==> src/rtl/uart_prog_dump_tx.sv <==
// Instruction store readback: streams count then words LSB-first
// over a single 8N1 serializer, fetching each word on demand.
module uart_prog_dump_tx #(
  parameter int CLK_FREQ = 50_000_000,
  parameter int BAUD     = 9600
) (
  input  logic        sys_clk,
  input  logic        sys_rst_n,
  input  logic        start,
  input  logic [15:0] word_count,
  output logic        mem_rd_en,
  output logic [15:0] mem_addr,
  input  logic [15:0] mem_data,
  output logic        tx,
  output logic        busy,
  output logic        done
);

  localparam int BAUD_CNT = CLK_FREQ / BAUD;
  localparam int BW = $clog2(BAUD_CNT);
  localparam logic [BW-1:0] BAUD_LAST = BW'(BAUD_CNT - 1);

  typedef enum logic [2:0] {
    S_IDLE,
    S_CNT_LSB,
    S_CNT_MSB,
    S_FETCH,
    S_WAIT,
    S_LSB,
    S_MSB,
    S_FINISH
  } state_t;

  state_t r_state;
  state_t w_next;

  logic [15:0]   r_count;
  logic [15:0]   r_index;
  logic [15:0]   r_word;
  logic [9:0]    r_frame;
  logic [BW-1:0] r_baud;
  logic [3:0]    r_bit;
  logic          r_tx_act;

  logic       w_frame_done;
  logic       w_last;
  logic       w_load;
  logic       w_accept;
  logic       w_capture;
  logic       w_inc;
  logic [7:0] w_byte;

  assign w_frame_done = r_tx_act && (r_baud == BAUD_LAST)
                     && (r_bit == 4'd9);
  assign w_last = (16'(r_index + 16'd1) == r_count);
  assign mem_addr = r_index;
  // Idle line is high whenever no frame is in flight, including in reset
  assign tx = r_tx_act ? r_frame[0] : 1'b1;

  always_ff @(posedge sys_clk or negedge sys_rst_n) begin
    if (!sys_rst_n) r_state <= S_IDLE;
    else            r_state <= w_next;
  end

  always_comb begin
    w_next    = r_state;
    w_load    = 1'b0;
    w_byte    = 8'h00;
    w_accept  = 1'b0;
    w_capture = 1'b0;
    w_inc     = 1'b0;
    mem_rd_en = 1'b0;
    busy      = 1'b0;
    done      = 1'b0;
    unique case (r_state)
      S_IDLE: begin
        if (start) begin
          w_accept = 1'b1;
          w_load   = 1'b1;
          w_byte   = word_count[7:0];
          w_next   = S_CNT_LSB;
        end
      end
      S_CNT_LSB: begin
        busy = 1'b1;
        if (w_frame_done) begin
          w_load = 1'b1;
          w_byte = r_count[15:8];
          w_next = S_CNT_MSB;
        end
      end
      S_CNT_MSB: begin
        busy = 1'b1;
        if (w_frame_done)
          w_next = (r_count == 16'd0) ? S_FINISH : S_FETCH;
      end
      S_FETCH: begin
        busy      = 1'b1;
        mem_rd_en = 1'b1;
        w_next    = S_WAIT;
      end
      S_WAIT: begin
        busy      = 1'b1;
        w_capture = 1'b1;
        w_load    = 1'b1;
        w_byte    = mem_data[7:0];
        w_next    = S_LSB;
      end
      S_LSB: begin
        busy = 1'b1;
        if (w_frame_done) begin
          w_load = 1'b1;
          w_byte = r_word[15:8];
          w_next = S_MSB;
        end
      end
      S_MSB: begin
        busy = 1'b1;
        if (w_frame_done) begin
          w_inc  = 1'b1;
          w_next = w_last ? S_FINISH : S_FETCH;
        end
      end
      S_FINISH: begin
        done   = 1'b1;
        w_next = S_IDLE;
      end
      default: w_next = S_IDLE;
    endcase
  end

  always_ff @(posedge sys_clk or negedge sys_rst_n) begin
    if (!sys_rst_n) begin
      r_count <= 16'd0;
      r_index <= 16'd0;
      r_word  <= 16'd0;
    end else begin
      if (w_accept) begin
        r_count <= word_count;
        r_index <= 16'd0;
      end
      if (w_capture) r_word <= mem_data;
      if (w_inc)     r_index <= r_index + 16'd1;
    end
  end

  // A load may coincide with the end of the previous stop bit
  always_ff @(posedge sys_clk or negedge sys_rst_n) begin
    if (!sys_rst_n) begin
      r_frame  <= 10'h3FF;
      r_baud   <= '0;
      r_bit    <= 4'd0;
      r_tx_act <= 1'b0;
    end else if (w_load) begin
      r_frame  <= {1'b1, w_byte, 1'b0};
      r_baud   <= '0;
      r_bit    <= 4'd0;
      r_tx_act <= 1'b1;
    end else if (r_tx_act) begin
      if (r_baud == BAUD_LAST) begin
        r_baud <= '0;
        if (r_bit == 4'd9) begin
          r_tx_act <= 1'b0;
        end else begin
          r_bit   <= r_bit + 4'd1;
          r_frame <= {1'b1, r_frame[9:1]};
        end
      end else begin
        r_baud <= r_baud + 1'b1;
      end
    end
  end

endmodule

==> config.mk <==
export PLATFORM = sky130hd
export DESIGN_NAME = uart_prog_dump_tx
export DESIGN_NICKNAME = d
export VERILOG_FILES = /design/src/rtl/uart_prog_dump_tx.sv
export SDC_FILE = /design/constraint.sdc
export NUM_CORES = 1
export LEC_CHECK = 0
export ABC_AREA = 0
export CAP_MARGIN = 0
export CORE_MARGIN = 2
export CORE_UTILIZATION = 53
export CTS_BUF_LIST = sky130_fd_sc_hd__clkbuf_4 sky130_fd_sc_hd__clkbuf_8 sky130_fd_sc_hd__clkbuf_16
export CTS_CLUSTER_SIZE = 16
export DETAILED_ROUTE_END_ITERATION = 10
export PLACE_DENSITY = 0.86
export SLEW_MARGIN = 20
export SYNTH_ARGS = -nofsm -noshare
export SYNTH_HDL_FRONTEND = slang
export SYNTH_SLANG_ARGS = --single-unit
export TNS_END_PERCENT = 30
==> constraint.sdc <==
create_clock -name sys_clk -period 2.8 [get_ports sys_clk]
set_clock_uncertainty 0.15 [all_clocks]
set_input_delay 0.56 -clock sys_clk [delete_from_list [all_inputs] [get_ports sys_clk]]
set_output_delay 0.56 -clock sys_clk [all_outputs]
set_load 0.03 [all_outputs]
---- Word level (Yosys, flattened, before mapping) ----
Index checks and enable logic that the tools add are counted.
operators by class
  $add $sub $neg .......................... 3
  eq/ne operators ......................... 16
  multiplexer cells ....................... 39
  reduce and logical (&&, ||, !) cells .... 11
operators with widths
  cell                     count
  $mux W10                 4
  $mux W13                 3
  $mux W16                 2
  $pmux W8 S4              1
  $mux W8                  3
  $pmux W3 S8              1
  $mux W3                  7
  $add A16 B1 Y16 const B  1
  $eq A16 B16 Y1           1
  $logic_not A16 Y1        1
  $mux W4                  4
  $add A13 B1 Y13 const B  1
  $eq A13 B13 Y1 const B   1
  $mux W1                  13
  $eq A3 B3 Y1 const B     4
  $ne A2 B2 Y1 const B     6
  $eq A3 B2 Y1 const B     2
  $reduce_bool A2 Y1       3
  $reduce_or A6 Y1         1
  $reduce_and A5 Y1        1
  $add A4 B1 Y4 const B    1
  $eq A4 B4 Y1 const B     1
  $eq A3 B1 Y1 const B     1
  $logic_not A3 Y1         1
  4 further kinds          5
storage, ports and cells
  register bits after elaboration ......... 79
  bits of input ports ..................... 35
  output and inout port bits .............. 20
  word-level logic and storage cells ...... 77

---- Logic depth before layout (Yosys ltp) ----
Gate-level depths: netlist of the first run.
  depth after elaboration ................. 7
  gate-level depth with buffers ........... 9
  mapped depth without buffers ............ 8

---- Least setup slack after synthesis of the first run ----
OpenSTA, ideal clock, no wires.
  kind .................................... register to output
  from .................................... register r_state[2]
  to ...................................... output port busy
  arrival ................................. 1.618 ns
  required time ........................... 2.090 ns
  slack ................................... 0.472 ns
  cell stages (with the launch flop) ...... 5
  buffers on the path ..................... 2
  cells stage by stage .................... dfrtp_1 clkbuf_1 buf_1 and3_1 nor2_1
between the ends
  word-level cells in the longest chain between the ends .. 3
  elaborated cells on any way between the ends .. 8
  those cells by class .................... eq/ne (6); mux (1); reduce/logical (1)
RTL lines
  item                                        RTL line  RTL
  start: declaration                          34        state_t r_state;
  start signal: assignment                    62        else r_state <= w_next;
  $eq A3 B3 Y1, or another cell as far along  75        unique case (r_state)
  $reduce_or A6 Y1 (no source line) (*)       n/a
  $mux W1 (*)                                 75
  end: declaration                            15        output logic busy,
Every way passes the cells marked *; elsewhere a longest branch is shown, timed or not.

---- Worst setup path after layout of the first run ----
  from .................................... register r_state[1]
  to ...................................... output port mem_rd_en
between the ends
  word-level cells in the longest chain between the ends .. 2
RTL lines
  item              RTL line  RTL
  $eq A3 B2 Y1      75
  $mux W1           75
  end: declaration  11        output logic mem_rd_en,
Every way passes these cells.

==> impl_results.md, run 1 <==
* Via-per-instance ratio at 6.03
* Number of enable flip-flop cells after synthesis at 0
* TNS Setup at 0 ns
* Antenna Cells at 0
* PwrDens at 403 mW/mm2
* Clk pwr share at 0.386
* Initial antenna violation count at 0
* Max Clock Freq at 0.381 GHz
* Netlist Area Pre-Place at 0.00401 mm2
* CP Launch Point: r_state[1]
* Largest net degree at the start of global routing at 39
* HP Class: reg -> reg
* Synth top cells by count: 61 x dfrtp_1, 42 x nor2_1, 38 x o21ai_0, 28 x nand2_1, 25 x mux2_2
* # rows at 31
* Die area at ~0.0083 mm2
* H-tree Lvls at 3
* Synth top area share at 0.380
* Leak at between 2 and 2.5 nW
* Worst-case reg-to-reg path depth at 8
* Setup Viol. Count Final at 0
* Status: complete, no violations
* Total chip power at ~1.9 mW
* Vias in the first global route at 3356
* Max-Cap Viols at 0
* Routed len/inst at 16.8 um
* Average size of a mapped cell at 9.67 um2
* Critical path capture point type: output port
* Vias at around 3500
* FF-to-FF Start: r_baud[0]
* Critical Path End: mem_rd_en
* Final min period at 2.63 ns
* Clk Latency, worst-skew pair at 0.35 ns
* Count leader, synth: dfrtp_1
* HPWL Detailed at 6910 um
* Finished Core Util at 0.663
* Crit path kind: reg -> out
* Fin area at 0.00483 mm2
* Worst Tran Pin Value at 0.841 ns
* Pint at between 1 and 1.5 mW
* Critical Path Start Type: register
* Clk root buf: clkbuf_8
* Post-DRT Antenna Nets at 0
* Min Hold Slack at about 0.37 ns
* Clock Path Buffers at 2
* Worst EP required at approximately 2.1 ns
* DRC violations left at 0
* DRT Pass-1 Iters at 4
* CTS tree: yes
* Count of cell types in the netlist at 57
* Fin crit share at 0.938
* Post-Syn Instances at about 420
* CTS clock-pin slew for the worst setup and hold paths at 0.08 ns
* Core Area at roughly 0.0073 mm2
* Top Ports at 55
* Setup ws final at 0.173 ns
* Top FF cell, synth: dfrtp_1
* # nets final at 507
* Beginning of the worst hold path: r_word[9]
* RSZ-0062 raised after global routing: no
* Net Count, Synth at ~450
* Die Ht at 91.0 um
* Initial detailed-routing violation count at 275
* Sink Count at 70
* GR Util All Layers at 0.246
* Post-synth top area cell: dfrtp_1
* Port bufs at 54
* Slew Viols, Final at 0
* Layout cell share with drive strength beyond 1 at 0.146
* Initial Util at 0.550
* Dpl cells at 555
* DRT Wirelength at about 9600 um
* R2R Path End: r_frame[2]
* Combinational share of power at 0.068
* Final Hold Fails at 0
* Sequential-to-total area share from yosys stat at 0.439
* Gr ovfl total at 0
* Yosys warns at 0
* First-pass GRT wire length at ~16000 um
* Layout Cells excl Fill at 572
* Gp weighted congestion at approximately 0.84
* Sequential share of power at 0.546
* Synth async-reset ratio at 1.00
* Max FO, Critical Path at 10
* Pre-CTS WS at around 0.24 ns
* Die W at ~91 um
* Cell Area, Placed at approximately 0.0046 mm2
* Synthesis-to-layout area growth at 20.4%
* Num CTS Buffers at 9
* Critical Path AT at about 1.9 ns
* Maximum VDD drop at 0.389 mV
* Setup bufs post-CTS at 0
* Switching Share at 0.246
* FF+latch count, synth at 70
* Top area cells in the synthesized netlist: dfrtp_1 38%, mux2_2 7.0%, dfstp_2 5.9%, o21ai_0 4.7%, nor2_1 3.9%
* Slew headroom at 0.440
* P_sw at roughly 0.48 mW
* R2R Setup Slk at 0.20 ns
-- timing repair --
item,in CTS,in global routing
hold buffers,1,0
resized for setup,0,0
hold endpoints to repair,12,0
setup endpoints to repair,0,0
-- layout by cell type (no fill, tap or decap), types with 3 or more instances in the layout --
master,instances
o21ai_1,4
o31ai_1,10
xor2_1,16
nand4_1,8
inv_1,7
clkdlybuf4s50_1,53
nand3_1,15
buf_4,8
and3_1,7
dfrtp_1,61
and4_1,4
nor3_1,11
a22oi_1,7
nand2b_1,3
and2_1,6
xnor2_1,11
a21oi_1,23
dfstp_2,9
nor2b_1,3
mux2_2,25
ha_1,4
nor4_1,6
mux2i_1,14
clkbuf_8,10
o21ai_0,38
nand2_1,28
nor2_1,42
-- flip-flops by register name, indices dropped and copies added, names as in the netlist --
| signal | cells |
|---|---|
| r_state | 3 |
| mem_addr | 16 |
| r_word | 8 |
| r_baud | 13 |
| r_count | 16 |
| r_frame | 9 |
| r_bit | 4 |
| r_tx_act | 1 |
-- area by class of cell --
type / count / area [um2]
fill: 574 / 2460
multi-input combinational: 316 / 2120
sequential: 70 / 1760
timing repair buffer: 64 / 626
clock buffer: 11 / 145
tap: 99 / 124
clock inverter: 5 / 35.0
inverter: 7 / 26.3
-- worst max-delay path, cell delays in order, from the launching register on --
cell and delay (ns):
dfrtp_1 0.52, inv_1 0.14, nor3_1 0.22, clkdlybuf4s50_1 0.70
-- routing by layer --
metal / part of all wire / wire length [um] / GRT usage
met1: 0.44 / 4220 / 0.336
met5: 0 / 0 / 0
met3: 0.053 / 506 / 0.0415
met2: 0.48 / 4640 / 0.393
met4: 0.023 / 220 / 0.0985
-- power groups by stage --
stage	sequential, mW	combinational [mW]	clock, mW
floorplan	1.07	0.0469	0
global placement	1.08	0.127	0
detailed placement	1.08	0.131	0
CTS	1.06	0.134	0.756
global route	1.06	0.147	0.805
finish	1.06	0.133	0.752
-- worst min-delay path by stage --
stage,endpoint,slack [ns],cells past startpoint
final,r_word[9],0.37,1
after global routing,r_word[9],0.39,1
after CTS,r_frame[7],0.36,2
after detailed placement,r_bit[1],0.34,1
after global placement,r_bit[0],0.33,1
after floorplan,mem_addr[0],0.11,0
-- cell families (layout without fill, tap and decap cells) --
logic type	Yosys count	in the layout	synth area share
AO/OA/AOI/OAI	95	95	0.140
buffers and inverters	29	87	0.0358
AND/OR/NAND/NOR	151	151	0.209
flip-flops	70	70	0.439
adder cells (fa/ha/maj)	4	4	0.0125
multiplexers	39	39	0.105
XOR/XNOR	27	27	0.0589
(Power assumes the default switching activity.)
==> run 2, diff against run 1 <==
--- a/config.mk
+++ b/config.mk
@@ -12,7 +12,9 @@
 export CTS_BUF_LIST = sky130_fd_sc_hd__clkbuf_4 sky130_fd_sc_hd__clkbuf_8 sky130_fd_sc_hd__clkbuf_16
 export CTS_CLUSTER_SIZE = 16
 export DETAILED_ROUTE_END_ITERATION = 10
+export HOLD_SLACK_MARGIN = 0.03
 export PLACE_DENSITY = 0.86
+export RECOVER_POWER = 25
 export SLEW_MARGIN = 20
 export SYNTH_ARGS = -nofsm -noshare
 export SYNTH_HDL_FRONTEND = slang
==> impl_results.md, run 2 (synthesis gave the netlist of run 1 again) <==
* Status: complete, no violations
* Die W at roughly 91 um
* Cts repair resizes at 0
* Setup Viol. Count Final at 0
* Port bufs at 54
* Clk pwr share at 0.388
* Total chip power at around 1.9 mW
* H-tree Lvls at 3
* First-pass GRT wire length at 16500 um
* Leak at about 2.0 nW
* Levels on crit path at 3
* DRT Wirelength at 9570 um
* Gr ovfl total at 0
* Initial antenna violation count at 0
* Top Family by Delay on Critical Path: buffers and inverters
* Die Ht at 91.0 um
* Sequential share of power at 0.546
* P_sw at 0.481 mW
* Critical path capture point type: output port
* DRC violations left at 0
* TNS Setup at 0 ns
* Fin crit share at 0.939
* Routed len/inst at around 17 um
* Worst Tran Pin Value at 0.915 ns
* Hold Path Stages at 1
* Gp weighted congestion at 0.843
* Die area at 0.00829 mm2
* Hold Buf Count CTS at 1
* CTS clock-pin slew for the worst setup and hold paths at 0.08 ns
* Crit path buf inv count at 2
* Core Area at 0.00729 mm2
* Max Clock Freq at roughly 0.38 GHz
* # rows at 31
* Critical Path AT at ~1.9 ns
* R2R Path End: r_frame[2]
* Via-per-instance ratio at 6.02
* Max FO, Critical Path at 10
* Most common cell after layout, fill and taps aside: dfrtp_1
* Vias in the first global route at roughly 3400
* Crit path kind: reg -> out
* Vias at 3443
* PwrDens at 404 mW/mm2
* Slew headroom at 0.390
* Critical Path Start Type: register
* Clk Latency, worst-skew pair at 0.35 ns
* Slew Viols, Final at 0
* RSZ-0062 raised after global routing: no
* Beginning of the worst hold path: r_word[9]
* Maximum VDD drop at 0.391 mV
* R2R Setup Slk at 0.19 ns
* CTS tree: yes
* Top Ports at 55
* Switching Share at 0.247
* Synthesis-to-layout area growth at 20.0%
* Final min period at roughly 2.6 ns
* # nets final at 507
* Antenna Cells at 0
* Combinational share of power at 0.067
* Clock Path Buffers at 2
* Pint at 1.47 mW
* Layout cell share with drive strength beyond 1 at 0.144
* Initial detailed-routing violation count at 311
* DRT Pass-1 Iters at 4
* Num CTS Buffers at 9
* Clk root buf: clkbuf_8
* Hold worst-path end: r_word[9]
* CP Launch Point: r_state[1]
* FF-to-FF Start: r_baud[0]
* Max-Cap Viols at 0
* Post-DRT Antenna Nets at 0
* Largest net degree at the start of global routing at 39
* Final Hold Fails at 0
* Slowest CP cell: clkdlybuf4s50_1
* Worst-case reg-to-reg path depth at 8
* Most frequent cells in the layout: 61 x dfrtp_1, 53 x clkdlybuf4s50_1, 42 x nor2_1
* GR Util All Layers at 0.246
* Initial Util at 0.550
* Max incr delay on CP at 0.70 ns
* Setup bufs post-CTS at 0
* Worst EP required at 2.09 ns
* Cell Chain, Critical Path: inv_1 > nor3_1 > clkdlybuf4s50_1
* HPWL Detailed at 6910 um
* Fillcell total at between 500 and 600
* HP Class: reg -> reg
* Sink Count at 70
-- run 2: cell type report --
class | count | area [um2] | share of cell area
Multi-Input combinational cell | 316 | 2120 | 0.439
Sequential cell | 70 | 1760 | 0.366
Timing Repair Buffer | 64 | 609 | 0.126
Clock buffer | 11 | 145 | 0.0301
Tap cell | 99 | 124 | 0.0257
Clock inverter | 5 | 35.0 | 0.00727
Inverter | 7 | 26.3 | 0.00545
-- run 2: how the worst max path moves through the flow --
stage                       to
finish               mem_rd_en
global route        r_frame[2]
floorplan                 busy
detailed placement  r_frame[2]
global placement     r_baud[7]
CTS                  mem_rd_en
-- run 2: stage by stage --
stage	instance area [um2]	cells	setup slack, ns	hold WS, ns	utilization
after floorplan	4010	415	0.472	0.114	-
after global placement	4640	555	0.354	0.334	0.637
after detailed placement	4640	555	0.237	0.345	0.637
after CTS	4830	572	0.168	0.363	0.663
after global routing	4820	572	0.0501	0.392	0.661
final	4820	572	0.170	0.363	0.661
-- run 2: per-layer routing --
metal	vias to the layer above	wire length, um	GRT usage
met2	124	4610	0.393
met4	0	230	0.0985
met5	-	0	0
li1	1616	-	-
met1	1680	4200	0.336
met3	23	530	0.0415
-- run 2: power by group through the flow --
stage	combinational, mW	sequential, mW	clock [mW]
final	0.130	1.06	0.755
after floorplan	0.0469	1.07	0
after CTS	0.134	1.06	0.756
after global routing	0.144	1.06	0.805
after detailed placement	0.131	1.08	0
after global placement	0.127	1.08	0
==> run 3, diff against run 2 <==
--- a/config.mk
+++ b/config.mk
@@ -10,6 +10,7 @@
 export CORE_MARGIN = 2
 export CORE_UTILIZATION = 53
 export CTS_BUF_LIST = sky130_fd_sc_hd__clkbuf_4 sky130_fd_sc_hd__clkbuf_8 sky130_fd_sc_hd__clkbuf_16
+export CTS_CLUSTER_DIAMETER = 120
 export CTS_CLUSTER_SIZE = 16
 export DETAILED_ROUTE_END_ITERATION = 10
 export HOLD_SLACK_MARGIN = 0.03
==> results of run 3 <==
The final DEF is identical to that of run 2; final timing and power are the same.
